===== src/rtl/nic_pkg.sv =====
// Shared NIC definitions: PE register addresses, status-register field layout
// and the position of the virtual-channel bit inside a packet.
package nic_pkg;

  typedef enum logic [1:0] {
    ADDR_IN_DATA  = 2'b00,
    ADDR_IN_STAT  = 2'b01,
    ADDR_OUT_DATA = 2'b10,
    ADDR_OUT_STAT = 2'b11
  } nic_addr_e;

  localparam int unsigned VC_BIT = 0;

  // Status bits in the upper nibble of the 64-bit status word
  localparam int unsigned STAT_ANY_FULL_BIT = 63;
  localparam int unsigned STAT_IN_VALID_BIT = 63;
  localparam int unsigned STAT_VC1_FULL_BIT = 62;
  localparam int unsigned STAT_VC0_FULL_BIT = 61;
  localparam int unsigned STAT_OVF_BIT      = 60;

  // Count fields
  localparam int unsigned IN_CNT_LSB  = 0;
  localparam int unsigned IN_CNT_W    = 32;
  localparam int unsigned VC0_CNT_LSB = 0;
  localparam int unsigned VC1_CNT_LSB = 16;
  localparam int unsigned VC_CNT_W    = 16;

endpackage


===== src/rtl/nic_vc_fifo_if.sv =====
// NIC bus bundle: router handshake (si/ri in, so/ro out, polarity) plus the
// PE register port. slave = NIC side, master = router/PE side.
interface nic_vc_fifo_if #(
  parameter int unsigned PACKET_SIZE = 64
);
  logic                   net_si;
  logic                   net_ri;
  logic [PACKET_SIZE-1:0] net_di;
  logic                   net_so;
  logic                   net_ro;
  logic [PACKET_SIZE-1:0] net_do;
  logic                   net_polarity;
  logic [1:0]             addr;
  logic [PACKET_SIZE-1:0] d_in;
  logic [PACKET_SIZE-1:0] d_out;
  logic                   nicEn;
  logic                   nicEnWr;

  modport slave (
    input  net_si, net_di, net_ro, net_polarity, addr, d_in, nicEn, nicEnWr,
    output net_ri, net_so, net_do, d_out
  );

  modport master (
    output net_si, net_di, net_ro, net_polarity, addr, d_in, nicEn, nicEnWr,
    input  net_ri, net_so, net_do, d_out
  );
endinterface


===== src/rtl/nic_sync_fifo.sv =====
// Synchronous FIFO with wrap-safe pointers for any DEPTH >= 2.
// Ports: clk, reset (sync active-low), push/push_data, pop, full_c, empty_c,
// count (registered occupancy), head_c (entry at read pointer).
// Push is judged against pre-edge full, so push at full is dropped even with a pop.
module nic_sync_fifo #(
  parameter  int unsigned WIDTH = 64,
  parameter  int unsigned DEPTH = 4,
  localparam int unsigned CNT_W = $clog2(DEPTH + 1)
) (
  input  logic             clk,
  input  logic             reset,
  input  logic             push,
  input  logic [WIDTH-1:0] push_data,
  input  logic             pop,
  output logic             full_c,
  output logic             empty_c,
  output logic [CNT_W-1:0] count,
  output logic [WIDTH-1:0] head_c
);
  localparam int unsigned PTR_W = $clog2(DEPTH);

  logic [WIDTH-1:0] mem [DEPTH];
  logic [PTR_W-1:0] wr_ptr;
  logic [PTR_W-1:0] rd_ptr;
  logic             push_ok;
  logic             pop_ok;

  function automatic logic [PTR_W-1:0] next_ptr(input logic [PTR_W-1:0] p);
    return (p == PTR_W'(DEPTH - 1)) ? '0 : p + PTR_W'(1);
  endfunction

  assign full_c  = (count == CNT_W'(DEPTH));
  assign empty_c = (count == '0);
  assign push_ok = push && !full_c;
  assign pop_ok  = pop && !empty_c;
  assign head_c  = mem[rd_ptr];

  // Pointer and occupancy state
  always_ff @(posedge clk) begin
    if (!reset) begin
      wr_ptr <= '0;
      rd_ptr <= '0;
      count  <= '0;
    end else begin
      if (push_ok) wr_ptr <= next_ptr(wr_ptr);
      if (pop_ok)  rd_ptr <= next_ptr(rd_ptr);
      count <= count + CNT_W'(push_ok) - CNT_W'(pop_ok);
    end
  end

  // Storage; contents are don't-care while pointers are reset
  always_ff @(posedge clk) begin
    if (push_ok) mem[wr_ptr] <= push_data;
  end
endmodule


===== src/rtl/nic_vc_fifo.sv =====
// NIC between PE and ring router: input FIFO from the router, two per-VC
// output FIFOs written by the PE, polarity-matched output arbitration.
// Ports: clk, reset (sync active-low), bus (nic_vc_fifo_if.slave) carrying
// net_si/ri/di, net_so/ro/do, net_polarity, addr, d_in, d_out, nicEn, nicEnWr.
module nic_vc_fifo
  import nic_pkg::*;
#(
  parameter int unsigned PACKET_SIZE = 64,
  parameter int unsigned IN_DEPTH    = 4,
  parameter int unsigned OUT_DEPTH   = 4
) (
  input  logic           clk,
  input  logic           reset,
  nic_vc_fifo_if.slave   bus
);
  localparam int unsigned IN_CW  = $clog2(IN_DEPTH + 1);
  localparam int unsigned OUT_CW = $clog2(OUT_DEPTH + 1);

  logic                   in_full, in_empty, in_push, in_pop;
  logic [IN_CW-1:0]       in_count;
  logic [PACKET_SIZE-1:0] in_head;

  logic                   vc0_full, vc0_empty, vc0_push, vc0_pop;
  logic                   vc1_full, vc1_empty, vc1_push, vc1_pop;
  logic [OUT_CW-1:0]      vc0_count, vc1_count;
  logic [PACKET_SIZE-1:0] vc0_head, vc1_head;

  logic pe_rd, pe_wr, wr_vc, ovf_set, sel, send_c;
  logic overflow;

  assign pe_rd = bus.nicEn && !bus.nicEnWr;
  assign pe_wr = bus.nicEn && bus.nicEnWr && (bus.addr == ADDR_OUT_DATA);
  assign wr_vc = bus.d_in[VC_BIT];

  // Router -> input FIFO; PE data read pops
  assign bus.net_ri = !in_full;
  assign in_push    = bus.net_si && !in_full;
  assign in_pop     = pe_rd && (bus.addr == ADDR_IN_DATA) && !in_empty;

  // PE write steered by the packet's own VC bit
  assign vc0_push = pe_wr && !wr_vc;
  assign vc1_push = pe_wr && wr_vc;
  assign ovf_set  = pe_wr && (wr_vc ? vc1_full : vc0_full);

  // Only the VC matching this edge's polarity may send
  assign sel     = bus.net_polarity;
  assign send_c  = bus.net_ro && (sel ? !vc1_empty : !vc0_empty);
  assign vc0_pop = send_c && !sel;
  assign vc1_pop = send_c && sel;

  nic_sync_fifo #(.WIDTH(PACKET_SIZE), .DEPTH(IN_DEPTH)) u_in_fifo (
    .clk(clk), .reset(reset), .push(in_push), .push_data(bus.net_di),
    .pop(in_pop), .full_c(in_full), .empty_c(in_empty), .count(in_count),
    .head_c(in_head)
  );

  nic_sync_fifo #(.WIDTH(PACKET_SIZE), .DEPTH(OUT_DEPTH)) u_vc0_fifo (
    .clk(clk), .reset(reset), .push(vc0_push), .push_data(bus.d_in),
    .pop(vc0_pop), .full_c(vc0_full), .empty_c(vc0_empty), .count(vc0_count),
    .head_c(vc0_head)
  );

  nic_sync_fifo #(.WIDTH(PACKET_SIZE), .DEPTH(OUT_DEPTH)) u_vc1_fifo (
    .clk(clk), .reset(reset), .push(vc1_push), .push_data(bus.d_in),
    .pop(vc1_pop), .full_c(vc1_full), .empty_c(vc1_empty), .count(vc1_count),
    .head_c(vc1_head)
  );

  // Registered router output and sticky overflow
  always_ff @(posedge clk) begin
    if (!reset) begin
      bus.net_so <= 1'b0;
      bus.net_do <= '0;
      overflow   <= 1'b0;
    end else begin
      bus.net_so <= send_c;
      if (send_c)  bus.net_do <= sel ? vc1_head : vc0_head;
      if (ovf_set) overflow   <= 1'b1;
    end
  end

  // PE read mux (combinational by design)
  always_comb begin
    bus.d_out = '0;
    if (pe_rd) begin
      unique case (bus.addr)
        ADDR_IN_DATA: bus.d_out = in_empty ? '0 : in_head;
        ADDR_IN_STAT: begin
          bus.d_out[STAT_IN_VALID_BIT]         = !in_empty;
          bus.d_out[IN_CNT_LSB +: IN_CNT_W]    = IN_CNT_W'(in_count);
        end
        ADDR_OUT_STAT: begin
          bus.d_out[STAT_ANY_FULL_BIT]         = vc0_full || vc1_full;
          bus.d_out[STAT_VC1_FULL_BIT]         = vc1_full;
          bus.d_out[STAT_VC0_FULL_BIT]         = vc0_full;
          bus.d_out[STAT_OVF_BIT]              = overflow;
          bus.d_out[VC0_CNT_LSB +: VC_CNT_W]   = VC_CNT_W'(vc0_count);
          bus.d_out[VC1_CNT_LSB +: VC_CNT_W]   = VC_CNT_W'(vc1_count);
        end
        default: bus.d_out = '0;
      endcase
    end
  end
endmodule

===== src/flat_wrapper.sv =====
// flat-port wrapper written by rule: the top's interface ports become plain ports
module nic_vc_fifo_flat import nic_pkg::*;
#(
  parameter int unsigned PACKET_SIZE = 64,
  parameter int unsigned IN_DEPTH    = 4,
  parameter int unsigned OUT_DEPTH   = 4
)
  (clk, reset, bus_net_si, bus_net_di, bus_net_ro, bus_net_polarity, bus_addr, bus_d_in, bus_nicEn, bus_nicEnWr, bus_net_ri, bus_net_so, bus_net_do, bus_d_out);
  nic_vc_fifo_if #(.PACKET_SIZE(PACKET_SIZE)) bus_i ();
  input  logic clk;
  input  logic reset;
  input wire logic [$bits(bus_i.net_si)-1:0] bus_net_si;
  input wire logic [$bits(bus_i.net_di)-1:0] bus_net_di;
  input wire logic [$bits(bus_i.net_ro)-1:0] bus_net_ro;
  input wire logic [$bits(bus_i.net_polarity)-1:0] bus_net_polarity;
  input wire logic [$bits(bus_i.addr)-1:0] bus_addr;
  input wire logic [$bits(bus_i.d_in)-1:0] bus_d_in;
  input wire logic [$bits(bus_i.nicEn)-1:0] bus_nicEn;
  input wire logic [$bits(bus_i.nicEnWr)-1:0] bus_nicEnWr;
  output wire logic [$bits(bus_i.net_ri)-1:0] bus_net_ri;
  output wire logic [$bits(bus_i.net_so)-1:0] bus_net_so;
  output wire logic [$bits(bus_i.net_do)-1:0] bus_net_do;
  output wire logic [$bits(bus_i.d_out)-1:0] bus_d_out;
  assign bus_i.net_si = bus_net_si;
  assign bus_i.net_di = bus_net_di;
  assign bus_i.net_ro = bus_net_ro;
  assign bus_i.net_polarity = bus_net_polarity;
  assign bus_i.addr = bus_addr;
  assign bus_i.d_in = bus_d_in;
  assign bus_i.nicEn = bus_nicEn;
  assign bus_i.nicEnWr = bus_nicEnWr;
  assign bus_net_ri = bus_i.net_ri;
  assign bus_net_so = bus_i.net_so;
  assign bus_net_do = bus_i.net_do;
  assign bus_d_out = bus_i.d_out;
  nic_vc_fifo #(.PACKET_SIZE(PACKET_SIZE), .IN_DEPTH(IN_DEPTH), .OUT_DEPTH(OUT_DEPTH)) u_core (.clk(clk), .reset(reset), .bus(bus_i));
endmodule

===== config.mk =====
export PLATFORM = sky130hd
export DESIGN_NAME = nic_vc_fifo_flat
export DESIGN_NICKNAME = d
export VERILOG_FILES = /design/src/rtl/nic_pkg.sv /design/src/rtl/nic_vc_fifo_if.sv /design/src/rtl/nic_sync_fifo.sv /design/src/rtl/nic_vc_fifo.sv /design/src/flat_wrapper.sv
export SDC_FILE = /design/constraint.sdc
export NUM_CORES = 1
export LEC_CHECK = 0
export CORE_ASPECT_RATIO = 1.4
export CORE_MARGIN = 3
export CORE_UTILIZATION = 55
export DETAILED_ROUTE_END_ITERATION = 16
export GPL_ROUTABILITY_DRIVEN = 0
export PLACE_DENSITY = 0.76
export SYNTH_ARGS = -nofsm -noshare
export SYNTH_HDL_FRONTEND = slang
export SYNTH_SLANG_ARGS = --single-unit

===== constraint.sdc =====
create_clock -name clk -period 7.7 [get_ports clk]
set_input_delay 0.77 -clock clk [delete_from_list [all_inputs] [get_ports clk]]
set_output_delay 0.77 -clock clk [all_outputs]
set_load 0.005 [all_outputs]

==> impl_metrics.csv <==
group,metric,value,unit
logic_synthesis,yosys.area_share.adder,0.0118,
die,die_area,62500,µm²
placed_design,place_area,36000,µm²
power,p_sw,2.56,mW
die,start_util,0.558,
flow_run,maxCapViolCount,0,
timing,finClkSkew,0.0271,ns
timing,period_needed,4.58,ns
clocking,cts_hold_buf,0,
drt,via_per_inst,6.31,
timing,fmax,0.218,GHz
cells_and_area,fin_area,38600,µm²
power,p_comb_frac,0.123,
cells_and_area,final_common_cell,"edfxtp_1",
die,std_cell_rows,105,
timing,timing.final.crit_share,0.595,
setup_path,path_cells,"buf_4, mux4_2, a2111oi_0, nor2_1, clkdlybuf4s50_1",
global_routing,gr-usage-all-layers,0.239,
logic_synthesis,synth_edf_count,768,
clocking,clockBufferDepth,3,
timing,rsz0062_at_grt,"false",
power,p_total,10.6,mW
timing,relSlewSlack,0.213,
setup_path,cp-end-kind,"output pin",
clocking,cts_tree,"yes",
placed_design,preCtsSetupSlack,3.65,ns
logic_synthesis,synthArstFlopShare,0,
logic_synthesis,synth_compound_area_frac,0.0499,
placed_design,dpl.hpwl,40.3,mm
global_routing,grt_first_pass_wirelength,111,mm
setup_path,crit_slowest_cell,"dfxtp_4",
clocking,cts_resized,0,
timing,fin_tns_setup,0,ns
clocking,clk_latency,0.62,ns
timing,setup_viol,0,
cells_and_area,finish.utilization,0.657,
logic_synthesis,yosysTopAreaCellShare,0.704,
drt,wl_per_cell,27.8,µm
global_routing,grt_pass1_vias,17832,
logic_synthesis,syn_avg_cell_area,20.7,µm²
worst_hold_path,hold_class,"reg2reg",
clocking,cts.sinks,861,
die,die_w,212,µm
clocking,htreeDepth,3,
timing,hold-worst-slack,0.474,ns
logic_synthesis,ys_ff_latch,861,
cells_and_area,final_cell_mix,"edfxtp_1 (768), clkdlybuf4s50_1 (266), mux4_2 (192)",
power,p_leak,11.9,nW
setup_path,cpPeakStageDelay,0.74,ns
power,p_clk_frac,0.360,
logic_synthesis,synth_warnings,0,
power,power.share.sequential,0.516,
setup_path,critPathTopFamily,"buffers and inverters",
timing,setup_slack,3.12,ns
drt,routed_wl,74.1,mm
logic_synthesis,synthesis.nets,1745,
global_routing,grt.overflow.total,0,
power,swShare,0.242,
logic_synthesis,syn_inst,1579,
logic_synthesis,synthTopCellsByArea,"edfxtp_1 (70%), mux4_2 (13%), dfxtp_1 (5.7%)",
timing,drv_slew,0,
clocking,clkSlewWorstSetupHoldPaths,0.06,ns
power,cell_internal_pwr,8.05,mW
clocking,cts_setup_buffers,0,
logic_synthesis,syn_area,32700,µm²
logic_synthesis,yosys.area_share.simple,0.0237,
drt,dr_total_vias,16824,
logic_synthesis,yosys_most_used_dff,"edfxtp_1",
cells_and_area,finalNonFillerCells,2666,
cells_and_area,drive_gt1_frac,0.190,
power,power.density,275,nW/µm²
drt,drt_first_pass_iters,5,
die,core,58700,µm²
cells_and_area,regArea,24900,µm²
clocking,cts_made_buffers,81,
setup_path,crit_fanout,34,
logic_synthesis,synth_top_cell_by_area,"edfxtp_1",
drt,drc,0,
die,die_h,295,µm
logic_synthesis,synthXorXnorAreaFrac,0.00134,
global_routing,grt_max_degree,76,
global_routing,grt_antenna_before_repair,7,
logic_synthesis,yosys-mux-area-fraction,0.132,
cells_and_area,nets,2010,
cells_and_area,multi_input_area,7210,µm²
cells_and_area,area_growth,17.9,%
logic_synthesis,yosysUniqueCellTypes,47,
power,peakVddDrop,0.368,mV
logic_synthesis,seq_area_frac_synth,0.761,
setup_path,path_class,"reg2out",
drt,drtIter0Drc,1775,
setup_path,required,6.93,ns
drt,ant_nets,0,
setup_path,critPathBufInv,2,
logic_synthesis,synth_top_family_by_area,"multiplexers",
placed_design,dp.cells,2510,
timing,tightest_slew,1.18,ns
cells_and_area,fillerInstances,3804,
outcome,status,"complete, no violations",
setup_path,cp.arrival,3.81,ns
setup_path,startpoint_type,"flop",
clocking,root_buffer,"clkbuf_16",
timing,hold_violations,0,
die,num_io_pins,267,
placed_design,port_buffers,266,
[worst paths after layout]
kind	start	end	slack, ns	cells after the start
min reg2reg	u_core.overflow$_SDFFE_PN0P_	u_core.overflow$_SDFFE_PN0P_	0.47	2
max reg2reg	u_core.u_vc0_fifo.count[1]$_SDFF_PN0_	u_core.u_vc0_fifo.count[2]$_SDFF_PN0_	4.62	11
min	u_core.overflow$_SDFFE_PN0P_	u_core.overflow$_SDFFE_PN0P_	0.47	2
max	flop	bus_d_out[63]	3.12	5
[synth_stat cells, drive strengths merged (4+ instances only)]
| library cell | instances |
|---|---|
| mux4 | 192 |
| buf | 59 |
| nor2 | 17 |
| nor2b | 27 |
| o31ai | 5 |
| inv | 23 |
| nand2 | 5 |
| a22oi | 4 |
| xnor2 | 4 |
| dfxtp | 93 |
| o21ai | 5 |
| nand4 | 4 |
| nand3 | 5 |
| or3b | 4 |
| ha | 26 |
| clkbuf | 50 |
| a32oi | 64 |
| o211ai | 64 |
| nor3 | 4 |
| a21oi | 79 |
| and3 | 34 |
| and2 | 15 |
| edfxtp | 768 |
[worst reg2reg max path: stages, from the launching register on]
cell	delay (ns)
dfxtp_1	0.46
nor3_4	0.20
buf_4	0.78
nor2_1	0.15
ha_1	0.32
inv_1	0.06
ha_1	0.14
inv_1	0.05
fa_1	0.39
xor2_1	0.16
and2_1	0.17
nor3_1	0.11
[power groups by stage]
stage	Combinational (mW)	Sequential [mW]	Clock, mW
6_report	1.31	5.48	3.83
5_1_grt	1.39	5.51	4.09
4_1_cts	1.31	5.49	3.91
3_5_place_dp	1.30	5.59	0
3_3_place_gp	1.29	5.57	0
2_1_floorplan	0.797	5.50	0
[cell families after synthesis]
kind of cell,after synthesis
AOI/OAI and AO/OA,231
xor gates and xnor gates,5
adders and majority gates,29
buffers and inverters,132
DFF,861
muxes,192
and+or+nand+nor,129
[sequential cells by signal, indices dropped and copies added (netlist names), 3 cells and up, named ones only]
signal	count
u_core.u_vc0_fifo.mem	256
u_core.bus.net_do	64
u_core.u_vc1_fifo.count	3
u_core.u_vc0_fifo.count	3
u_core.u_vc1_fifo.mem	256
u_core.u_in_fifo.count	3
u_core.u_in_fifo.mem	256
[metal layers]
metal / vias up / routed length (µm) / global-route usage
li1: 7141 / - / -
met1: 8689 / 27500 / 0.311
met2: 849 / 37900 / 0.405
met3: 145 / 6690 / 0.0519
met4: 0 / 2000 / 0.0817
met5: - / 0 / 0
[cell type report]
cell class              count  share of cell area
multi-input cells         586               0.187
clock buffers             107              0.0569
clock inverters            42             0.00927
repair buffers            291              0.0738
flip-flops and latches    861               0.646
well taps                 749              0.0243
inverters                  23             0.00227
diodes                      7            0.000454
Note: power is estimated with default switching activity, not from simulation.
